### src/rtl/spi_slave_ctrl.sv
// spi_slave_ctrl: oversampled full-duplex SPI slave with one-word TX buffer and RX strobe
// Ports:
//   clk, reset        system clock (>= 4x sck), asynchronous active-low reset
//   sck, cs_n, mosi   asynchronous SPI pins from the master
//   miso, miso_oe     serial data out and its enable (high only during a frame)
//   rx_data, rx_valid last complete received word and its one-cycle strobe
//   tx_data, tx_valid, tx_ready  one-word TX buffer fill handshake
//   frame_active      high while a frame is in progress
//   word_cnt          words completed in the current frame (saturating)
//   tx_underrun       pulse when a word is loaded from an empty buffer
//   frame_err         pulse when cs_n rises mid-word
module spi_slave_ctrl #(
  parameter int DATA_W = 8,
  parameter bit CPOL = 1'b0,
  parameter bit CPHA = 1'b0,
  parameter bit MSB_FIRST = 1'b1,
  parameter int SYNC_STAGES = 2
) (
  input  logic              clk,
  input  logic              reset,
  input  logic              sck,
  input  logic              cs_n,
  input  logic              mosi,
  output logic              miso,
  output logic              miso_oe,
  output logic [DATA_W-1:0] rx_data,
  output logic              rx_valid,
  input  logic [DATA_W-1:0] tx_data,
  input  logic              tx_valid,
  output logic              tx_ready,
  output logic              frame_active,
  output logic [7:0]        word_cnt,
  output logic              tx_underrun,
  output logic              frame_err
);
  localparam int CW = $clog2(DATA_W);
  localparam logic [CW-1:0] LAST = CW'(DATA_W - 1);
  typedef enum logic {IDLE, XFER} state_t;
  state_t state;
  logic [SYNC_STAGES-1:0] sck_s, cs_s, mosi_s;
  logic sck_q, cs_q, buf_full;
  logic [DATA_W-1:0] buf_data, tx_sh, rx_sh, rx_nx, load_word;
  logic [CW-1:0] bit_cnt;
  logic sck_new, cs_new, lead, trail, sample_e, shift_e, cs_fall, cs_rise, last_e, load, hs;
  function automatic logic first_bit(input logic [DATA_W-1:0] w);
    return MSB_FIRST ? w[DATA_W-1] : w[0];
  endfunction
  function automatic logic [DATA_W-1:0] shifted(input logic [DATA_W-1:0] w);
    return MSB_FIRST ? (w << 1) : (w >> 1);
  endfunction
  // edges compare the fully synchronised value against its one-cycle-old copy
  always_comb begin
    sck_new   = sck_s[SYNC_STAGES-1];
    cs_new    = cs_s[SYNC_STAGES-1];
    lead      = (sck_new != sck_q) && (sck_q == CPOL);
    trail     = (sck_new != sck_q) && (sck_new == CPOL);
    sample_e  = CPHA ? trail : lead;
    shift_e   = CPHA ? lead : trail;
    cs_fall   = cs_q & ~cs_new;
    cs_rise   = ~cs_q & cs_new;
    last_e    = (state == XFER) && sample_e && (bit_cnt == '0);
    // no reload when the frame ends on the same clock as the last sample
    load      = (state == IDLE) ? cs_fall : (last_e && !cs_rise);
    hs        = tx_valid && !buf_full;
    load_word = buf_full ? buf_data : '0;
    rx_nx     = MSB_FIRST ? {rx_sh[DATA_W-2:0], mosi_s[SYNC_STAGES-1]}
                          : {mosi_s[SYNC_STAGES-1], rx_sh[DATA_W-1:1]};
  end
  assign tx_ready = ~buf_full;
  always_ff @(posedge clk or negedge reset) begin
    if (!reset) begin
      sck_s        <= {SYNC_STAGES{CPOL}};
      cs_s         <= '1;
      mosi_s       <= '0;
      sck_q        <= CPOL;
      cs_q         <= 1'b1;
      state        <= IDLE;
      buf_full     <= 1'b0;
      buf_data     <= '0;
      tx_sh        <= '0;
      rx_sh        <= '0;
      bit_cnt      <= LAST;
      miso         <= 1'b0;
      miso_oe      <= 1'b0;
      rx_data      <= '0;
      rx_valid     <= 1'b0;
      frame_active <= 1'b0;
      word_cnt     <= '0;
      tx_underrun  <= 1'b0;
      frame_err    <= 1'b0;
    end else begin
      sck_s       <= {sck_s[SYNC_STAGES-2:0], sck};
      cs_s        <= {cs_s[SYNC_STAGES-2:0], cs_n};
      mosi_s      <= {mosi_s[SYNC_STAGES-2:0], mosi};
      sck_q       <= sck_new;
      cs_q        <= cs_new;
      buf_full    <= hs | (buf_full & ~load);
      rx_valid    <= 1'b0;
      tx_underrun <= 1'b0;
      frame_err   <= 1'b0;
      if (hs)
        buf_data <= tx_data;
      // CPHA=0 frame start presents the first bit at once; every other load waits for a shift edge
      if (load) begin
        tx_underrun <= ~buf_full;
        if (state == IDLE && !CPHA) begin
          miso  <= first_bit(load_word);
          tx_sh <= shifted(load_word);
        end else
          tx_sh <= load_word;
      end else if (state == XFER && shift_e) begin
        miso  <= first_bit(tx_sh);
        tx_sh <= shifted(tx_sh);
      end
      if (state == IDLE) begin
        if (cs_fall) begin
          state        <= XFER;
          frame_active <= 1'b1;
          miso_oe      <= 1'b1;
          bit_cnt      <= LAST;
          word_cnt     <= '0;
        end
      end else begin
        if (sample_e) begin
          rx_sh   <= rx_nx;
          bit_cnt <= (bit_cnt == '0) ? LAST : bit_cnt - CW'(1);
        end
        if (last_e) begin
          rx_data  <= rx_nx;
          rx_valid <= 1'b1;
          word_cnt <= word_cnt + 8'(word_cnt != 8'hff);
        end
        if (cs_rise) begin
          state        <= IDLE;
          frame_active <= 1'b0;
          miso_oe      <= 1'b0;
          miso         <= 1'b0;
          frame_err    <= !last_e && (bit_cnt != LAST || sample_e);
        end
      end
    end
  end
endmodule

### config.mk
export PLATFORM = sky130hd
export DESIGN_NAME = spi_slave_ctrl
export DESIGN_NICKNAME = d
export VERILOG_FILES = /design/src/rtl/spi_slave_ctrl.sv
export SDC_FILE = /design/constraint.sdc
export NUM_CORES = 1
export LEC_CHECK = 0
export BUFFER_PORTS_ARGS = -buffer_cell sky130_fd_sc_hd__buf_4
export CAP_MARGIN = 5
export CELL_PAD_IN_SITES_DETAIL_PLACEMENT = 1
export CELL_PAD_IN_SITES_GLOBAL_PLACEMENT = 1
export CORE_UTILIZATION = 48
export DETAILED_ROUTE_END_ITERATION = 6
export PLACE_DENSITY = 0.92
export SETUP_SLACK_MARGIN = 0.5
export SKIP_CTS_REPAIR_TIMING = 1
export SYNTH_ARGS = -nofsm -noshare
export SYNTH_HDL_FRONTEND = slang
export SYNTH_SLANG_ARGS = --single-unit
### constraint.sdc
create_clock -name clk -period 5 [get_ports clk]
set_clock_uncertainty 0.2 [all_clocks]
set_input_delay 1 -clock clk [delete_from_list [all_inputs] [get_ports clk]]
set_output_delay 1 -clock clk [all_outputs]
set_load 0.03 [all_outputs]
After elaboration in Yosys (flattened, before gate mapping):

Index checks and enable logic that the tools add are counted.

* $add $sub $neg: 2
* multipliers: 0
* div/mod/pow operators: 0
* magnitude comparators: 0
* equality and inequality tests: 6
* shift-type cells: 0
* muxes and demuxes: 28
* bitwise logic cells: 10
* reduce and logical (&&, ||, !) cells: 20

Operator list (count)
* 8-bit 2-to-1 mux: 7
* 1-bit 2-to-1 mux: 17
* 3-bit 2-to-1 mux: 4
* 2-bit AND reduction: 5
* 8-bit by 1-bit adder with 8-bit output: 1
* 1-bit logical AND: 8
* 8-bit inequality test (second input constant): 1
* 2-bit by 1-bit inequality test with 1-bit output (second input constant): 3
* 1-bit NOT: 6
* 2-bit nonzero test: 2
* 1-bit bitwise AND: 3
* 1-bit zero test: 3
* 3-bit zero test: 1
* 3-bit inequality test (second input constant): 1
* 3-bit by 1-bit subtractor with 3-bit output (second input constant): 1
* 1-bit logical OR: 1
* 1-bit inequality test: 1
* 1-bit OR: 1

* bits in registers: 57
* latch bits: 0
* bits in writable memories: 0
* memory bits (read-only): 0
* bits of input ports: 14
* output and inout port bits: 23
* word-level logic and storage cells: 84
* memories: 0

Longest topological paths before layout:

* depth in word-level cells: 9
* mapped depth: 7
* mapped depth without buffers: 7

Worst setup path after synthesis:

No wires, ideal clock.

* path type: register -> register
* from: register word_cnt[5]
* to: register word_cnt[6]
* library setup time: 77 ps
* arrival time: 1850 ps
* required time: 4723 ps
* path slack: 2873 ps
* stages on the path, launching flop included: 8
* path buffers: 0
* period minus slack after synthesis: 2127 ps
* cell sequence: dfrtp_1 and4_1 nand2_1 ha_1 ha_1 nand3b_1 or4_1 a21oi_1

* word-level cells in the longest chain between the ends: 4

Ends and longest elaborated chain
* start, declared: RTL line 32 `output logic [7:0] word_cnt,`
* start signal, assigned: RTL line 131 `word_cnt <= word_cnt + 8'(word_cnt != 8'hff);`
* 8-bit inequality test: RTL line 131
* 8-bit by 1-bit adder with 8-bit output *: RTL line 131
* 8-bit 2-to-1 mux *: RTL line 128 `if (last_e) begin`
* 8-bit 2-to-1 mux *: RTL line 115 `if (state == IDLE) begin`

Every way passes the cells marked *; elsewhere a longest branch is shown, timed or not. The select of a mux whose other input is x is not followed.
A chain may end at the register's enable or synchronous reset.

Final worst setup path:

* from: register state
* to: register miso

* word-level cells in the longest chain between the ends: 7
* elaborated cells on any way between the ends: 10
* those cells by class: mux: 6; reduce/logical: 4

Ends and longest elaborated chain
* start, declared: RTL line 39 `state_t state;`
* start signal, assigned: RTL line 77 `state <= IDLE;`
* start signal, assigned: RTL line 117 `state <= XFER;`
* start signal, assigned: RTL line 134 `state <= IDLE;`
* 1-bit logical AND (2 in series): RTL line 61 `last_e = (state == XFER) && sample_e && (bit_cnt == '0);`
* 1-bit logical AND: RTL line 63 `load = (state == IDLE) ? cs_fall : (last_e && !cs_rise);`
* 1-bit 2-to-1 mux: RTL line 63
* 1-bit 2-to-1 mux: RTL line 104 `if (load) begin`
* 1-bit 2-to-1 mux: RTL line 133 `if (cs_rise) begin`
* 1-bit 2-to-1 mux *: RTL line 115
* end signal, assigned: RTL line 107 `miso <= first_bit(load_word);`
* end signal, assigned: RTL line 112 `miso <= first_bit(tx_sh);`
* end, declared: RTL line 24 `output logic miso,`

Every way passes the cells marked *; elsewhere a longest branch is shown, timed or not.

==> flow_metrics.py <==
metrics = {
    "worst_setup_path": {
        "required_ns": 5.04,
        "regToRegEndpoint": "miso",
        "cp.arrival_ns": 2.92,
        "cp-start-kind": "flip-flop",
        "reg2reg_depth": 3,
        "cp-end-kind": "flip-flop",
        "critical_path_class": "reg2reg",
        "r2r_setup_slack_ns": 2.12,
        "reg2reg_from": "state",
        "cp_max_fo": 23,
    },
    "synthesis": {
        "syn_area_um2": 2550,
        "synth.area.top_cells": "dfrtp_1 50%, mux2_2 10%, mux2i_1 7.1%",
        "ys_ff_latch": 57,
        "syn_nets": 235,
        "netlist_instances": 216,
        "synth_warnings": 0,
        "syn-mean-instance-area_um2": 11.8,
        "synth.distinct_cells": 38,
        "ys.flop_type": "dfrtp_1",
        "yosysTopAreaCell": "dfrtp_1",
        "yosysMostFrequentCell": "dfrtp_1",
        "synth_edf_count": 0,
        "synth_top_area_share_pct": 50.0,
        "yosys-top-cells-count": "51 x dfrtp_1, 38 x nand2_1, 23 x mux2_2",
        "synth_seq_area_share_pct": 56.1,
        "synthArstFlopShare_pct": 100,
    },
    "layout": {
        "regArea_um2": 1430,
        "syn_to_final_growth_pct": 18.5,
        "drive_gt1_share_pct": 32.9,
        "finalInstanceArea_um2": 3030,
        "antenna_cells": 0,
        "nFillCells": 556,
        "final_nets": 272,
        "multiInputGateArea_um2": 1050,
    },
    "worst_hold_path": {
        "whs_path_depth": 0,
        "hold_start": "sck_s[0]",
        "hold_class": "reg2reg",
        "min_to": "sck_s[1]",
    },
    "clocking": {
        "cts_buffer_depth": 2,
        "clkSinkCount": 57,
        "cts_tree": "yes",
        "htree_levels": 3,
        "cts_root_buf": "clkbuf_8",
        "cts_inserted_buffers": 9,
        "path_clk_slew_ns": 0.07,
        "clock_latency_ns": 0.35,
    },
    "timing": {
        "rsz0062_at_grt": "no",
        "whs_ns": 0.148,
        "fmax_mhz": 347,
        "finalSetupViolCount": 0,
        "final_hold_viol_count": 0,
        "period_needed_ns": 2.88,
        "drv_slew": 0,
        "max_slew_margin_pct": 14.9,
        "finalSetupTns_ns": 0,
        "finalCritPeriodShare_pct": 57.6,
        "max_slew.worst_pin.slew_ns": 1.28,
    },
    "placed_design": {
        "routabilityCongestion": 0.784,
        "hpwlAfterDp_um": 3680,
        "placed_area_um2": 2860,
        "io_buffers": 36,
    },
    "routing": {
        "via_per_inst": 5.57,
        "firstDrtPassIters": 4,
        "ant_nets": 0,
        "wl_um": 5460,
        "drt_iter0_drc": 62,
        "wl_per_cell_um": 16.7,
        "drc": 0,
        "dr_total_vias": 1826,
    },
    "power_and_ir_drop": {
        "p_leak_nw": 1.54,
        "vdd_ir_drop_max_uv": 333,
        "power.density_nw_per_um2": 433,
    },
    "floorplan": {
        "die_area_um2": 5620,
        "core_area_um2": 5110,
        "initial_utilization_pct": 50.0,
        "rows": 26,
        "die_h_um": 74.9,
        "die_width_um": 74.9,
        "io_pins": 37,
    },
    "global_routing": {
        "grt_pass1_wl_um": 9120,
        "antenna_found_initial": 0,
        "grt_pass1_vias": 1920,
        "grt_max_degree": 58,
        "grt_usage_pct": 22.7,
        "gr-total-overflow": 0,
    },
    "status": {
        "status": "finished, final reports clean",
    },
    "job": {
        "cap_violations": 0,
    },
}
final cells by class:
| class | instances | share of cell area, % |
|---|---|---|
| Tap cell | 70 | 2.89 |
| Clock inverter | 6 | 1.16 |
| Clock buffer | 10 | 4.22 |
| Multi-Input combinational cell | 143 | 34.7 |
| Timing Repair Buffer | 36 | 8.93 |
| Sequential cell | 57 | 47.4 |
| Inverter | 6 | 0.744 |
cell families after synthesis:
group	count (synthesis)	share of synthesized area, %
AOI/OAI and AO/OA	21	5.68
adders and majority gates	5	2.45
buffers and inverters	16	2.79
DFF	57	56.1
muxes	41	17.2
and+or+nand+nor	76	15.7
critical path: stages, from the launching register on:
cell	delay (ns)
dfrtp_1	0.87
and3b_1	0.58
o221ai_1	0.65
a221oi_2	0.46
stage by stage:
stage	instances	total power, mW	utilization (%)	setup WS (ns)
4_1_cts	328	1.32	59.2	2.10
3_5_place_dp	312	0.950	56.1	2.16
3_3_place_gp	312	0.921	56.1	2.30
5_1_grt	328	1.38	59.2	1.90
6_report	328	1.31	59.2	2.12
2_1_floorplan	216	0.852	-	2.87
cells in the final DEF, fill, tap and decap left out, drive strengths merged, types with 2 or more instances in the layout:
cell type	instances
nor3	2
nand3b	4
ha	5
o31ai	3
nand2b	3
inv	6
or4	3
o21ai	5
buf	36
nand2	38
nor2b	4
a31oi	2
nor2	6
mux2	23
nand4	4
clkbuf	10
mux2i	18
dfrtp	51
a21oi	4
clkinvlp	2
clkinv	4
and4	3
dfstp	6
nand3	3
state kept, by name, indices dropped and copies added (netlist names):
signal	flops
bit_cnt	3
buf_full	1
state	1
frame_err	1
buf_data	8
tx_sh	8
tx_underrun	1
cs_q	1
miso	1
sck_q	1
rx_valid	1
cs_s	2
sck_s	2
mosi_s	2
word_cnt	8
rx_data	8
rx_sh	7
frame_active	1
power by group:
group	total (mW)	internal (mW)	switching [mW]
Clock	0.370	0.176	0.194
Combinational	0.284	0.145	0.138
Sequential	0.658	0.566	0.0917
worst max path at each step:
stage	startpoint	slack, ns	endpoint	depth (start not counted)
detailed placement	state	2.16	miso	3
global placement	state	2.30	miso	3
finish	state	2.12	miso	3
floorplan	word_cnt[5]	2.87	word_cnt[6]	7
global route	state	1.90	miso	3
CTS	state	2.10	miso	3
layer usage:
| metal | up-vias | track usage, % | wire [µm] |
|---|---|---|---|
| met1 | 940 | 27.2 | 2230 |
| met5 | - | 0 | 0 |
| met2 | 40 | 36.8 | 2880 |
| met4 | 0 | 11.3 | 115 |
| li1 | 835 | - | - |
| met3 | 11 | 7.50 | 235 |
Power figures use the tool's default switching activity.
